**config.mk**
```make
export PLATFORM = sky130hd
export DESIGN_NAME = hazard_ctrl_param_flat
export DESIGN_NICKNAME = d
export VERILOG_FILES = /design/src/rtl/mips_hazard_pkg.sv /design/src/rtl/hazard_ctrl_param_if.sv /design/src/rtl/load_hazard_window.sv /design/src/rtl/hazard_ctrl_param.sv /design/src/flat_wrapper.sv
export SDC_FILE = /design/constraint.sdc
export NUM_CORES = 1
export LEC_CHECK = 0
export CAP_MARGIN = 25
export CORE_MARGIN = 2
export CORE_UTILIZATION = 40
export CTS_CLUSTER_SIZE = 16
export DETAILED_ROUTE_END_ITERATION = 8
export GPL_TIMING_DRIVEN = 0
export PLACE_DENSITY = 0.88
export SYNTH_ARGS = -nofsm -noshare
export SYNTH_HDL_FRONTEND = slang
export SYNTH_SLANG_ARGS = --single-unit
```
**constraint.sdc**
```tcl
create_clock -name CLK -period 2.2 [get_ports CLK]
set_clock_uncertainty 0.1 [all_clocks]
set_input_delay 0.22 -clock CLK [delete_from_list [all_inputs] [get_ports CLK]]
set_output_delay 0.22 -clock CLK [all_outputs]
set_load 0.01 [all_outputs]
```
**src/rtl/mips_hazard_pkg.sv**
```systemverilog
// ---------------------------------------------------------------------------
// mips_hazard_pkg
// Shared definitions for the ID-stage hazard/stall controller.
//   state_e   : controller FSM states (2-bit encoding)
//   ADDR_*    : next-PC select mux codes driven on addrSel
// ---------------------------------------------------------------------------
package mips_hazard_pkg;

  typedef enum logic [1:0] {
    S_IDLE   = 2'd0,
    S_J_FL   = 2'd1,
    S_BR_RES = 2'd2,
    S_BR_FL  = 2'd3
  } state_e;

  localparam logic [1:0] ADDR_PC4 = 2'b00;
  localparam logic [1:0] ADDR_JMP = 2'b01;
  localparam logic [1:0] ADDR_BR  = 2'b10;

endpackage

```
**src/rtl/hazard_ctrl_param_if.sv**
```systemverilog
// ---------------------------------------------------------------------------
// hazard_ctrl_param_if
// Bundles the pipeline-facing signals of the hazard controller.
//   Inputs to the controller : Jump, Branch, ALUZero, currRs, currRt,
//                              UseShamt, UseImmed, prevRt, memReadX, MemReady
//   Outputs of the controller: PCWrite, IFWrite, Bubble, addrSel, BubbleCnt
// Modports:
//   master : pipeline side (drives decode/EX information, observes controls)
//   slave  : controller side
// ---------------------------------------------------------------------------
interface hazard_ctrl_param_if #(
  parameter int REG_W  = 5,
  parameter int PERF_W = 16
);

  logic              Jump;
  logic              Branch;
  logic              ALUZero;
  logic [REG_W-1:0]  currRs;
  logic [REG_W-1:0]  currRt;
  logic              UseShamt;
  logic              UseImmed;
  logic [REG_W-1:0]  prevRt;
  logic              memReadX;
  logic              MemReady;

  logic              PCWrite;
  logic              IFWrite;
  logic              Bubble;
  logic [1:0]        addrSel;
  logic [PERF_W-1:0] BubbleCnt;

  modport master (
    output Jump, Branch, ALUZero, currRs, currRt, UseShamt, UseImmed,
           prevRt, memReadX, MemReady,
    input  PCWrite, IFWrite, Bubble, addrSel, BubbleCnt
  );

  modport slave (
    input  Jump, Branch, ALUZero, currRs, currRt, UseShamt, UseImmed,
           prevRt, memReadX, MemReady,
    output PCWrite, IFWrite, Bubble, addrSel, BubbleCnt
  );

endinterface

```
**src/rtl/load_hazard_window.sv**
```systemverilog
// ---------------------------------------------------------------------------
// load_hazard_window
// Detects load-use hazards between the ID-stage sources and any load that is
// still inside the load-latency window (the load in EX plus LOAD_LAT-1 older
// loads remembered in a small history shift register).
//   clk, reset  : clock and synchronous active-high reset
//   mem_ready   : 0 freezes the history
//   mem_read_x  : EX instruction is a load
//   prev_rt     : EX destination register
//   curr_rs/rt  : ID source registers
//   use_shamt   : ID instruction ignores rs
//   use_immed   : ID instruction ignores rt
//   ld_haz      : a source of the ID instruction waits on a pending load
// ---------------------------------------------------------------------------
module load_hazard_window #(
  parameter int LOAD_LAT = 1,
  parameter int REG_W    = 5
) (
  input  logic             clk,
  input  logic             reset,
  input  logic             mem_ready,
  input  logic             mem_read_x,
  input  logic [REG_W-1:0] prev_rt,
  input  logic [REG_W-1:0] curr_rs,
  input  logic [REG_W-1:0] curr_rt,
  input  logic             use_shamt,
  input  logic             use_immed,
  output logic             ld_haz
);

  // With LOAD_LAT=1 the window is only the EX stage; a single dummy entry is
  // kept so the storage has a legal size, but it is never consulted.
  localparam bit USE_HIST = (LOAD_LAT > 1);
  localparam int HIST_N   = USE_HIST ? LOAD_LAT - 1 : 1;

  logic [HIST_N-1:0] valid_q, valid_d;
  logic [REG_W-1:0]  dst_q [HIST_N];
  logic [REG_W-1:0]  dst_d [HIST_N];
  logic              ex_load;

  // A load into $0 produces nothing to wait for.
  assign ex_load = mem_read_x && (prev_rt != '0);

  function automatic logic src_match(input logic [REG_W-1:0] dst,
                                     input logic [REG_W-1:0] rs,
                                     input logic [REG_W-1:0] rt,
                                     input logic             no_rs,
                                     input logic             no_rt);
    return (!no_rs && (rs == dst)) || (!no_rt && (rt == dst));
  endfunction

  // Entry 0 takes the EX-stage load; older entries age by one slot.
  always_comb begin
    valid_d = valid_q;
    dst_d   = dst_q;
    if (mem_ready) begin
      valid_d[0] = ex_load;
      dst_d[0]   = prev_rt;
      for (int i = 1; i < HIST_N; i++) begin
        valid_d[i] = valid_q[i-1];
        dst_d[i]   = dst_q[i-1];
      end
    end
  end

  always_ff @(posedge clk) begin
    if (reset) begin
      valid_q <= '0;
      for (int i = 0; i < HIST_N; i++) begin
        dst_q[i] <= '0;
      end
    end else begin
      valid_q <= valid_d;
      dst_q   <= dst_d;
    end
  end

  always_comb begin
    ld_haz = ex_load && src_match(prev_rt, curr_rs, curr_rt, use_shamt, use_immed);
    if (USE_HIST) begin
      for (int i = 0; i < HIST_N; i++) begin
        if (valid_q[i] && src_match(dst_q[i], curr_rs, curr_rt, use_shamt, use_immed)) begin
          ld_haz = 1'b1;
        end
      end
    end
  end

endmodule

```
**src/rtl/hazard_ctrl_param.sv**
```systemverilog
// ---------------------------------------------------------------------------
// hazard_ctrl_param
// ID-stage hazard/stall controller for the pipelined MIPS core. Stalls on
// load-use hazards, sequences jump and taken-branch redirects with a
// configurable number of flush bubbles, freezes on memory-not-ready and
// counts bubble cycles in a saturating performance counter.
//   CLK    : clock, all state changes on posedge
//   Reset  : synchronous active-high reset
//   bus    : pipeline signals (see hazard_ctrl_param_if), slave side
// ---------------------------------------------------------------------------
module hazard_ctrl_param
  import mips_hazard_pkg::*;
#(
  parameter int REG_W    = 5,
  parameter int LOAD_LAT = 1,
  parameter int BR_FLUSH = 1,
  parameter int J_FLUSH  = 1,
  parameter int PERF_W   = 16
) (
  input  logic                CLK,
  input  logic                Reset,
  hazard_ctrl_param_if.slave  bus
);

  localparam logic [1:0]        J_CNT_INIT  = 2'(J_FLUSH - 1);
  localparam logic [1:0]        BR_CNT_INIT = 2'(BR_FLUSH - 1);
  localparam logic [PERF_W-1:0] PERF_ONE    = PERF_W'(1);

  state_e            state_q, state_d;
  logic [1:0]        cnt_q, cnt_d;
  logic [PERF_W-1:0] bubble_cnt_q, bubble_cnt_d;
  logic              ld_haz;
  logic              pc_write;
  logic              if_write;
  logic              bubble;
  logic [1:0]        addr_sel;

  load_hazard_window #(
    .LOAD_LAT (LOAD_LAT),
    .REG_W    (REG_W)
  ) u_window (
    .clk        (CLK),
    .reset      (Reset),
    .mem_ready  (bus.MemReady),
    .mem_read_x (bus.memReadX),
    .prev_rt    (bus.prevRt),
    .curr_rs    (bus.currRs),
    .curr_rt    (bus.currRt),
    .use_shamt  (bus.UseShamt),
    .use_immed  (bus.UseImmed),
    .ld_haz     (ld_haz)
  );

  // Next state and control outputs. Jump beats a load stall, which beats a
  // branch because the branch compare needs its operands available.
  always_comb begin
    state_d  = state_q;
    cnt_d    = cnt_q;
    pc_write = 1'b1;
    if_write = 1'b1;
    bubble   = 1'b0;
    addr_sel = ADDR_PC4;

    case (state_q)
      S_IDLE: begin
        if (bus.Jump) begin
          if_write = 1'b0;
          addr_sel = ADDR_JMP;
          state_d  = S_J_FL;
          cnt_d    = J_CNT_INIT;
        end else if (ld_haz) begin
          pc_write = 1'b0;
          if_write = 1'b0;
          bubble   = 1'b1;
        end else if (bus.Branch) begin
          pc_write = 1'b0;
          if_write = 1'b0;
          state_d  = S_BR_RES;
        end
      end
      S_BR_RES: begin
        if (bus.ALUZero) begin
          if_write = 1'b0;
          bubble   = 1'b1;
          addr_sel = ADDR_BR;
          state_d  = S_BR_FL;
          cnt_d    = BR_CNT_INIT;
        end else begin
          state_d = S_IDLE;
        end
      end
      S_J_FL, S_BR_FL: begin
        bubble = 1'b1;
        if (cnt_q == 2'd0) begin
          state_d = S_IDLE;
        end else begin
          cnt_d = cnt_q - 2'd1;
        end
      end
      default: state_d = S_IDLE;
    endcase

    // Memory not ready freezes the whole front end and all controller state.
    if (!bus.MemReady) begin
      pc_write = 1'b0;
      if_write = 1'b0;
      bubble   = 1'b0;
      addr_sel = ADDR_PC4;
      state_d  = state_q;
      cnt_d    = cnt_q;
    end
  end

  // Bubble is already forced low while frozen, so it alone gates counting.
  always_comb begin
    bubble_cnt_d = bubble_cnt_q;
    if (bubble && (bubble_cnt_q != '1)) begin
      bubble_cnt_d = bubble_cnt_q + PERF_ONE;
    end
  end

  always_ff @(posedge CLK) begin
    if (Reset) begin
      state_q      <= S_IDLE;
      cnt_q        <= 2'd0;
      bubble_cnt_q <= '0;
    end else begin
      state_q      <= state_d;
      cnt_q        <= cnt_d;
      bubble_cnt_q <= bubble_cnt_d;
    end
  end

  assign bus.PCWrite   = pc_write;
  assign bus.IFWrite   = if_write;
  assign bus.Bubble    = bubble;
  assign bus.addrSel   = addr_sel;
  assign bus.BubbleCnt = bubble_cnt_q;

endmodule

```
**src/flat_wrapper.sv**
```systemverilog
// flat-port wrapper written by rule: the top's interface ports become plain ports
module hazard_ctrl_param_flat import mips_hazard_pkg::*;
#(
  parameter int REG_W    = 5,
  parameter int LOAD_LAT = 1,
  parameter int BR_FLUSH = 1,
  parameter int J_FLUSH  = 1,
  parameter int PERF_W   = 16
)
  (CLK, Reset, bus_Jump, bus_Branch, bus_ALUZero, bus_currRs, bus_currRt, bus_UseShamt, bus_UseImmed, bus_prevRt, bus_memReadX, bus_MemReady, bus_PCWrite, bus_IFWrite, bus_Bubble, bus_addrSel, bus_BubbleCnt);
  hazard_ctrl_param_if #(.REG_W(REG_W), .PERF_W(PERF_W)) bus_i ();
  input  logic CLK;
  input  logic Reset;
  input wire logic [$bits(bus_i.Jump)-1:0] bus_Jump;
  input wire logic [$bits(bus_i.Branch)-1:0] bus_Branch;
  input wire logic [$bits(bus_i.ALUZero)-1:0] bus_ALUZero;
  input wire logic [$bits(bus_i.currRs)-1:0] bus_currRs;
  input wire logic [$bits(bus_i.currRt)-1:0] bus_currRt;
  input wire logic [$bits(bus_i.UseShamt)-1:0] bus_UseShamt;
  input wire logic [$bits(bus_i.UseImmed)-1:0] bus_UseImmed;
  input wire logic [$bits(bus_i.prevRt)-1:0] bus_prevRt;
  input wire logic [$bits(bus_i.memReadX)-1:0] bus_memReadX;
  input wire logic [$bits(bus_i.MemReady)-1:0] bus_MemReady;
  output wire logic [$bits(bus_i.PCWrite)-1:0] bus_PCWrite;
  output wire logic [$bits(bus_i.IFWrite)-1:0] bus_IFWrite;
  output wire logic [$bits(bus_i.Bubble)-1:0] bus_Bubble;
  output wire logic [$bits(bus_i.addrSel)-1:0] bus_addrSel;
  output wire logic [$bits(bus_i.BubbleCnt)-1:0] bus_BubbleCnt;
  assign bus_i.Jump = bus_Jump;
  assign bus_i.Branch = bus_Branch;
  assign bus_i.ALUZero = bus_ALUZero;
  assign bus_i.currRs = bus_currRs;
  assign bus_i.currRt = bus_currRt;
  assign bus_i.UseShamt = bus_UseShamt;
  assign bus_i.UseImmed = bus_UseImmed;
  assign bus_i.prevRt = bus_prevRt;
  assign bus_i.memReadX = bus_memReadX;
  assign bus_i.MemReady = bus_MemReady;
  assign bus_PCWrite = bus_i.PCWrite;
  assign bus_IFWrite = bus_i.IFWrite;
  assign bus_Bubble = bus_i.Bubble;
  assign bus_addrSel = bus_i.addrSel;
  assign bus_BubbleCnt = bus_i.BubbleCnt;
  hazard_ctrl_param #(.REG_W(REG_W), .LOAD_LAT(LOAD_LAT), .BR_FLUSH(BR_FLUSH), .J_FLUSH(J_FLUSH), .PERF_W(PERF_W)) u_core (.CLK(CLK), .Reset(Reset), .bus(bus_i));
endmodule
```
# Word level (Yosys, flattened, before mapping)
# Cells that the tools add are included.
[totals]
ff_bits = 20
input_bits = 24
output_inout_bits = 21
word_cells = 59
[classes]
n_addsub = 2
n_eq_ne = 12
n_mux = 28
n_reduce_logical = 14
[ops]
columns = ["op", "n"]
rows = [
  ["2-bit two-way mux", 10],
  ["16-bit by 1-bit adder with 16-bit output, second input constant", 1],
  ["16-bit inequality test, second input constant", 1],
  ["1-bit two-way mux", 13],
  ["2-bit case mux with 3 select lines", 2],
  ["5-bit == test", 2],
  ["4-bit AND reduction", 2],
  ["2-bit inequality test, second input constant", 3],
  ["3-bit inequality test, second input constant", 2],
  ["1-bit logical AND", 5],
  ["5-bit nonzero test", 1],
  ["2-bit == test, second input constant", 2],
  ["2-bit logical NOT", 2],
  ["2-bit case mux with 2 select lines", 1],
  ["1-bit case mux with 3 select lines", 1],
  ["2-bit by 1-bit == test with 1-bit output, second input constant", 1],
  ["1-bit logical NOT", 2],
  ["2-bit by 1-bit inequality test with 1-bit output, second input constant", 1],
  ["1-bit case mux with 2 select lines", 1],
  ["2-bit OR reduction", 1],
  ["2-bit by 1-bit subtractor with 2-bit output, second input constant", 1],
  ["1-bit logical OR", 1],
]

# Longest topological paths before layout
[logic_depth]
depth_word = 9
depth_mapped = 8
ltp_nobuf = 7

# By module
# From an unflattened synthesis, not the netlist that was laid out.
[unflattened]
hier_cells = 159
area_unflattened_um2 = 1391.3
[modules_own_cells]
columns = ["module", "instances", "cells_each", "area_per_inst_um2", "seq_area_each_um2"]
rows = [
  ["hazard_ctrl_param", 1, 143, 1262.5, 400.4],
  ["load_hazard_window", 1, 16, 128.9, 0.0],
]

# Least setup slack after synthesis
# Ideal clock, no wire load.
[synth_path]
path_kind = "flip-flop to flip-flop"
from = "register u_core.bubble_cnt_q[0] (netlist: u_core.bus.BubbleCnt[0])"
to = "register u_core.bubble_cnt_q[1] (netlist: u_core.bus.BubbleCnt[1])"
setup_ps = 128
t_arrival_ps = 1910
required_time_ps = 1972
path_slack_ps = 62
stages_incl_launch_ff = 9
path_buffers = 1
synth_period_minus_slack_ps = 2138
cell_sequence = "dfxtp_1 > ha_1 > nand4_1 > nor3_1 > nor2b_1 > or3_4 > buf_6 > mux2i_1 > nor2_1"
[synth_between]
elab_chain_cells = 2
word_cells_on_any_way = 3
classes_between = "1 x add/sub; 1 x eq/ne; 1 x reduce/logical"
[synth_rtl]
columns = ["item", "line_no", "text"]
rows = [
  ["start, declared", "hazard_ctrl_param.sv:31", "logic [PERF_W-1:0] bubble_cnt_q, bubble_cnt_d;"],
  ["start signal, assigned", "hazard_ctrl_param.sv:130", "bubble_cnt_q <= bubble_cnt_d;"],
  ["parallel branches: the longest is 2 deep, another holds 16-bit by 1-bit adder with 16-bit output", "--", ""],
]
# Several ways; the timed one is not identified.
# A chain may end at the register's enable or synchronous reset.

# Final worst setup path
[layout_path]
from = "register u_core.bubble_cnt_q[1] (netlist: u_core.bus.BubbleCnt[1])"
to = "register u_core.bubble_cnt_q[10] (netlist: u_core.bus.BubbleCnt[10])"
# The elaborated chain is that of the path after synthesis.

==> results <==
==> Yosys cell counts (2+ instances only) <==
| master | number | area [um2] |
|---|---|---|
| a21oi_1 | 13 | 65.1 |
| a22oi_1 | 3 | 22.5 |
| a31o_2 | 2 | 17.5 |
| and3_1 | 4 | 25.0 |
| clkbuf_1 | 3 | 11.3 |
| dfxtp_1 | 20 | 400 |
| ha_1 | 2 | 25.0 |
| inv_1 | 8 | 30.0 |
| nand2_1 | 5 | 18.8 |
| nand3_1 | 9 | 45.0 |
| nand4_1 | 4 | 25.0 |
| nor2_1 | 18 | 67.6 |
| nor3_1 | 4 | 20.0 |
| nor4_1 | 4 | 25.0 |
| nor4_2 | 2 | 25.0 |
| o21ai_0 | 12 | 60.1 |
| or3_1 | 4 | 25.0 |
| or3_2 | 2 | 15.0 |
| xnor2_1 | 6 | 52.6 |
| xor2_1 | 11 | 96.3 |
==> how the worst min path moves through the flow <==
stage,from,end,slack [ns],cells after the start
global route,bus_MemReady,u_core.state_q[0],0.29,2
floorplan,bus_MemReady,u_core.state_q[0],0.24,1
CTS,bus_MemReady,u_core.state_q[0],0.27,2
detailed placement,u_core.bus.BubbleCnt[8],u_core.bus.BubbleCnt[8],0.41,2
finish,bus_MemReady,u_core.state_q[0],0.29,2
global placement,u_core.bus.BubbleCnt[8],u_core.bus.BubbleCnt[8],0.39,2
==> critical path: cells and delay by family, from the launching register on <==
family | cells | cell delay (ns)
AOI/OAI and AO/OA | 1 | 0.14
adders and majority gates | 1 | 0.18
buffers and inverters | 1 | 0.14
DFF | 1 | 0.38
and+or+nand+nor | 5 | 1.15
==> power by group through the flow <==
stage	Combinational (mW)	Clock [mW]	Sequential, mW
after floorplan	0.0695	0	0.378
after global placement	0.142	0	0.378
after detailed placement	0.145	0	0.378
after CTS	0.169	0.175	0.371
after global routing	0.203	0.192	0.367
final	0.189	0.164	0.366
==> cell usage in the layout (no fill, tap or decap), types with 2 or more instances in the layout <==
master	synthesis	routed
a21oi_1	13	10
a21oi_2	0	3
a22oi_1	3	2
a31o_2	2	2
and3_1	4	4
buf_2	0	2
buf_4	0	20
buf_6	1	2
clkbuf_1	3	2
clkbuf_2	0	4
clkbuf_4	0	3
clkdlybuf4s50_1	0	25
dfxtp_1	20	17
dfxtp_4	0	3
dlygate4sd2_1	0	9
dlymetal6s2s_1	0	4
inv_1	8	8
nand2_1	5	5
nand3_1	9	9
nand4_1	4	4
nor2_1	18	14
nor2_2	0	4
nor3_1	4	2
nor4_1	4	3
nor4_2	2	3
o21ai_0	12	10
or3_1	4	3
or3_2	2	2
or3_4	1	2
xnor2_1	6	6
xor2_1	11	10
==> cell type report <==
| type | instances | area, um2 | share of cell area |
|---|---|---|---|
| clock buffer | 3 | 22.5 | 0.0113 |
| buffer | 4 | 26.3 | 0.0132 |
| multi-input combinational | 121 | 880 | 0.443 |
| sequential | 20 | 412 | 0.207 |
| inverter | 8 | 30.0 | 0.0151 |
| timing repair buffer | 65 | 573 | 0.289 |
| tap | 33 | 41.3 | 0.0208 |
==> cells by family after synthesis <==
logic type	after synthesis	share of synthesized area
and+or+nand+nor	62	0.279
AOI/OAI and AO/OA	39	0.200
DFF	20	0.328
xor gates and xnor gates	17	0.122
buffers and inverters	12	0.0430
adders and majority gates	2	0.0205
muxes	1	0.00819
==> flip-flops by register name, summed over array words and instances (netlist names) <==
name and cells:
u_core.state_q 2, u_core.cnt_q 2, u_core.bus.BubbleCnt 16
==> routing by layer <==
layer  part of all wire  track usage  vias to the layer above
met5                  0            0                        -
met4              0.020       0.0974                        0
met3              0.059       0.0240                       10
met2               0.51        0.330                       65
met1               0.41        0.245                      689
li1                   -            -                      699
==> stage by stage <==
stage | hold slack (ns) | utilization | TNS, ns
2_1_floorplan | 0.235 | - | 0
3_3_place_gp | 0.390 | 0.572 | -6.45
3_5_place_dp | 0.407 | 0.572 | -7.09
4_1_cts | 0.274 | 0.614 | -0.0831
5_1_grt | 0.294 | 0.666 | -0.0156
6_report | 0.289 | 0.666 | 0
==> timing repair <==
action / CTS / global route
endpoints found under the setup margin: 12 / 15
cloned: 1 / 0
hold buffers: 0 / 0
setup buffers: 8 / 13
hold endpoints to repair: 0 / 0
pin swaps: 10 / 15
resized for setup: 36 / 31
==> reports/metrics.yaml <==
synth_cells: 153
diodes: 0
cap_violations: 0
cts_num_sinks: 20
p_per_area_mw_per_mm2: 362
ant_nets: 0
grt_overflow: 0
end_kind: "flip-flop"
peakVddDrop_v: 0.000245
ys_seq_area_frac: 0.328
fin_crit_ns: 2.16
dp_hpwl_mm: 2.26
boundaryPins: 45
synth_edf_count: 0
timing.rr.start: "u_core.bus.BubbleCnt[1]"
power_frac_seq: 0.510
cts_buffer_depth: 2
vias_per_cell: 5.76
die-area_mm2: 0.00351
antenna_found_initial: 0
grt_pass1_vias: 1207
ys.flop_type: "dfxtp_1"
clk_pin_slew_worst_paths_ns: 0.10
hold_path_class: "in -> reg"
netSwitchingFraction: 0.275
crit_path_start_kind: "flip-flop"
crit_path_start: "u_core.bus.BubbleCnt[1]"
max-slew-margin-rel: 0.616
p_comb_frac: 0.262
final_area_mm2: 0.00198
worst_skew_pair.late_latency_ns: 0.29
timing.final.ws_setup_ns: 0.0435
post-route-drc-count: 0
firstDrtPassIters: 4
place_inst: 230
leakage_nw: 0.771
n_fill_cell: 238
die_x_um: 59.3
numCtsBuffers: 3
critical_path.endpoint: "u_core.bus.BubbleCnt[10]"
syn_area_mm2: 0.00122
grt_pass1_wl_mm: 5.27
p_sw_uw: 198
outcome: "complete, no violations"
htree_levels: 1
path_common_cell: "or3_4"
pwr-share-clk: 0.228
p_int_uw: 521
wirelength_mm: 3.82
cp_cell_sequence: "ha_4, nand4_1, nor3_4, nor2b_4, or3_4, buf_6, or3_4, a21oi_2"
finalSetupViolations: 0
grt_max_degree: 11
drtIter0Drc: 99
synthArstFlopShare: 0
cts_tree: "done"
num_rows: 20
reg2reg_slack_ns: 0.04
place_ws_ns: -0.899
nets: 249
fin_total_pwr_uw: 719
syn_to_final_growth_pct: 62.3
crit_type: "reg -> reg"
yosysWarnings: 0
clock.fmax_mhz: 464
critical-path-max-stage-delay_ns: 0.38
grt.total_usage: 0.196
cp.arrival_ns: 2.28
r2r_end: "u_core.bus.BubbleCnt[10]"
crit_required_ns: 2.33
ff2ff_path_depth: 8
wire_per_inst_um: 15.1
final_hold_viol_count: 0
start_util: 0.411
core_region_area_mm2: 0.00298
worst_pin_slew_ns: 0.576
drv_slew: 0
io_buffers: 44
dpl_cell_area_mm2: 0.00170
synth_nets: 179
min_period_over_period: 0.980
avgSynthCellArea_um2: 7.99
finalWeightedCongestion: 0.842
clockRootBuffer: "clkbuf_4"
fin_cells: 254
die_h_um: 59.3
vias: 1463
layout-drive-gt1-share: 0.276
cp_max_fo: 5
synth_cell_types: 37
slowest_stage: "dfxtp_4"
ys_ff_latch: 20
Power figures use the tool's default switching activity.
==> patch: new RTL, same settings <==
Encoding of `state_e`: now one-hot (4 bits for 4 states).
--- a/src/rtl/mips_hazard_pkg.sv
+++ b/src/rtl/mips_hazard_pkg.sv
@@ -8,7 +8,7 @@
 
-  typedef enum logic [1:0] {
-    S_IDLE   = 2'd0,
-    S_J_FL   = 2'd1,
-    S_BR_RES = 2'd2,
-    S_BR_FL  = 2'd3
+  typedef enum logic [3:0] {
+    S_IDLE   = 4'b0001,
+    S_J_FL   = 4'b0010,
+    S_BR_RES = 4'b0100,
+    S_BR_FL  = 4'b1000
   } state_e;
Function: same outputs for any inputs over 10 cycles, from zero or initial values and one cycle with Reset high; not proved beyond that.
==> patch against the original RTL <==
The run now ends with negative setup slack left; cell area is 21% higher; synthesized area is 19% higher; first-iteration DRC count is 15% higher; routed wire length is 34% higher; sequential cell count is 2 higher; fmax is 9.4% lower; critical path depth is 1 lower; power is 30% higher; non-clock buffer count is 5 lower; worst setup slack worse by 0.23 ns; highest routed layer unchanged.
==> patch: results (changes against the original RTL) <==
* CTS clock-pin slew for the worst setup and hold paths at 0.14 ns (was 0.10 ns)
* # fillers at 239 (was 238)
* CP max stage delay at 0.52 ns (was 0.38 ns)
* Crit Path Max Fanout at 8 (was 5)
* Final setup vio count at 16 (was 0)
* First-pass GRT wire length at 7490 um (was 5270 um)
* DRT iter0 DRCs at 114 (was 99)
* Leakage dissipation at 0.853 nW (was 0.771 nW)
* Status: finished with violations (was finished, final reports clean)
* Area of the multi-input gates at 1160 um2 (was 880 um2)
* Pre-CTS WS at -0.723 ns (was -0.899 ns)
* Die Area at 4150 um2 (was 3510 um2)
* Vias in the first global route at 1657 (was 1207)
* Drt wl/cell at 17.9 um (was 15.1 um)
* # nets final at 267 (was 249)
* HP Class: reg2reg (was in2reg)
* Largest cells by area after synthesis: dfxtp_1, xor2_1, a21oi_1 (was dfxtp_1, xor2_1, nor2_1)
* Synth cell types at 39 (was 37)
* CP Data Arrival Time at 2.53 ns (was 2.28 ns)
* Latest clock arrival within the worst-skew pair at 0.33 ns (was 0.29 ns)
* Post-DP HPWL at 2850 um (was 2260 um)
* Vias per std cell at 6.07 (was 5.76)
* Final Worst Setup Slack at -0.181 ns (was 0.0435 ns)
* Violated checks: negative setup slack
* R2R depth at 7 (was 8)
* Commonest cells in the synthesized netlist: dfxtp_1, a21oi_1, nor2_1 (was dfxtp_1, nor2_1, a21oi_1)
* P_sw at 242 uW (was 198 uW)
* Mapped Area at 1460 um2 (was 1220 um2)
==> patch: power by group through the flow <==
stage / sequential (mW) / clock (mW) / combinational [mW]
finish: 0.409 / 0.321 / 0.205
global route: 0.410 / 0.331 / 0.220
CTS: 0.410 / 0.316 / 0.186
detailed placement: 0.420 / 0 / 0.168
global placement: 0.420 / 0 / 0.165
floorplan: 0.418 / 0 / 0.0892
==> patch: worst paths after layout <==
kind | from | end | slack [ns]
worst max-delay path | u_core.state_q[1] | u_core.bus.BubbleCnt[4] | -0.18
worst min-delay path | u_core.bus.BubbleCnt[7] | u_core.bus.BubbleCnt[7] | 0.40
worst max register to register | u_core.state_q[1] | u_core.bus.BubbleCnt[4] | -0.18
worst min register to register | u_core.bus.BubbleCnt[7] | u_core.bus.BubbleCnt[7] | 0.40
==> patch: cell type report <==
class	instances	share of cell area, %
plain buffers	7	3.44
clock buffers	3	0.939
clock inverters	1	1.25
inverters	7	1.20
multi-input cells	143	48.5
flip-flops and latches	22	19.3
well taps	46	2.40
repair buffers	57	23.0
==> patch: cells by family (layout without fill, tap and decap cells) <==
kind of cell               Yosys count  count (layout)  synth area share [%]
muxes                                8               8                  5.83
xor gates and xnor gates            11              11                  6.60
buffers and inverters               16              75                  5.66
and+or+nand+nor                     79              79                  31.4
DFF                                 22              22                  30.2
AOI/OAI and AO/OA                   43              43                  18.6
adders and majority gates            2               2                  1.71
==> patch: per-layer routing <==
layer  vias up  routed length (um)  GRT usage [%]  part of all wire [%]
li1        798                   -              -                     -
met1       827                1980           25.5                    39
met2        84                2590           40.6                    51
met3        28                 332           4.51                   6.5
met4         0                 223           12.2                   4.3
met5         -                   0              0                     0
==> patch: what timing repair did <==
item / CTS / global route
gates resized for setup: 60 / 37
setup endpoints to repair: 20 / 22
pin swaps: 20 / 18
cloned: 1 / 1
buffers inserted: 10 / 1
==> patch: worst max-delay path, delay by kind of cell, from the launching register on <==
family / cells / cell delay (ns)
and+or+nand+nor: 4 / 1.11
AOI/OAI and AO/OA: 2 / 0.54
DFF: 1 / 0.39
buffers and inverters: 1 / 0.15
==> patch: stage by stage <==
stage                     instances  hold WS (ns)
after floorplan                 181         0.342
after global placement          271         0.379
after detailed placement        271         0.389
after CTS                       284         0.395
after global routing            286         0.418
final                           286         0.400
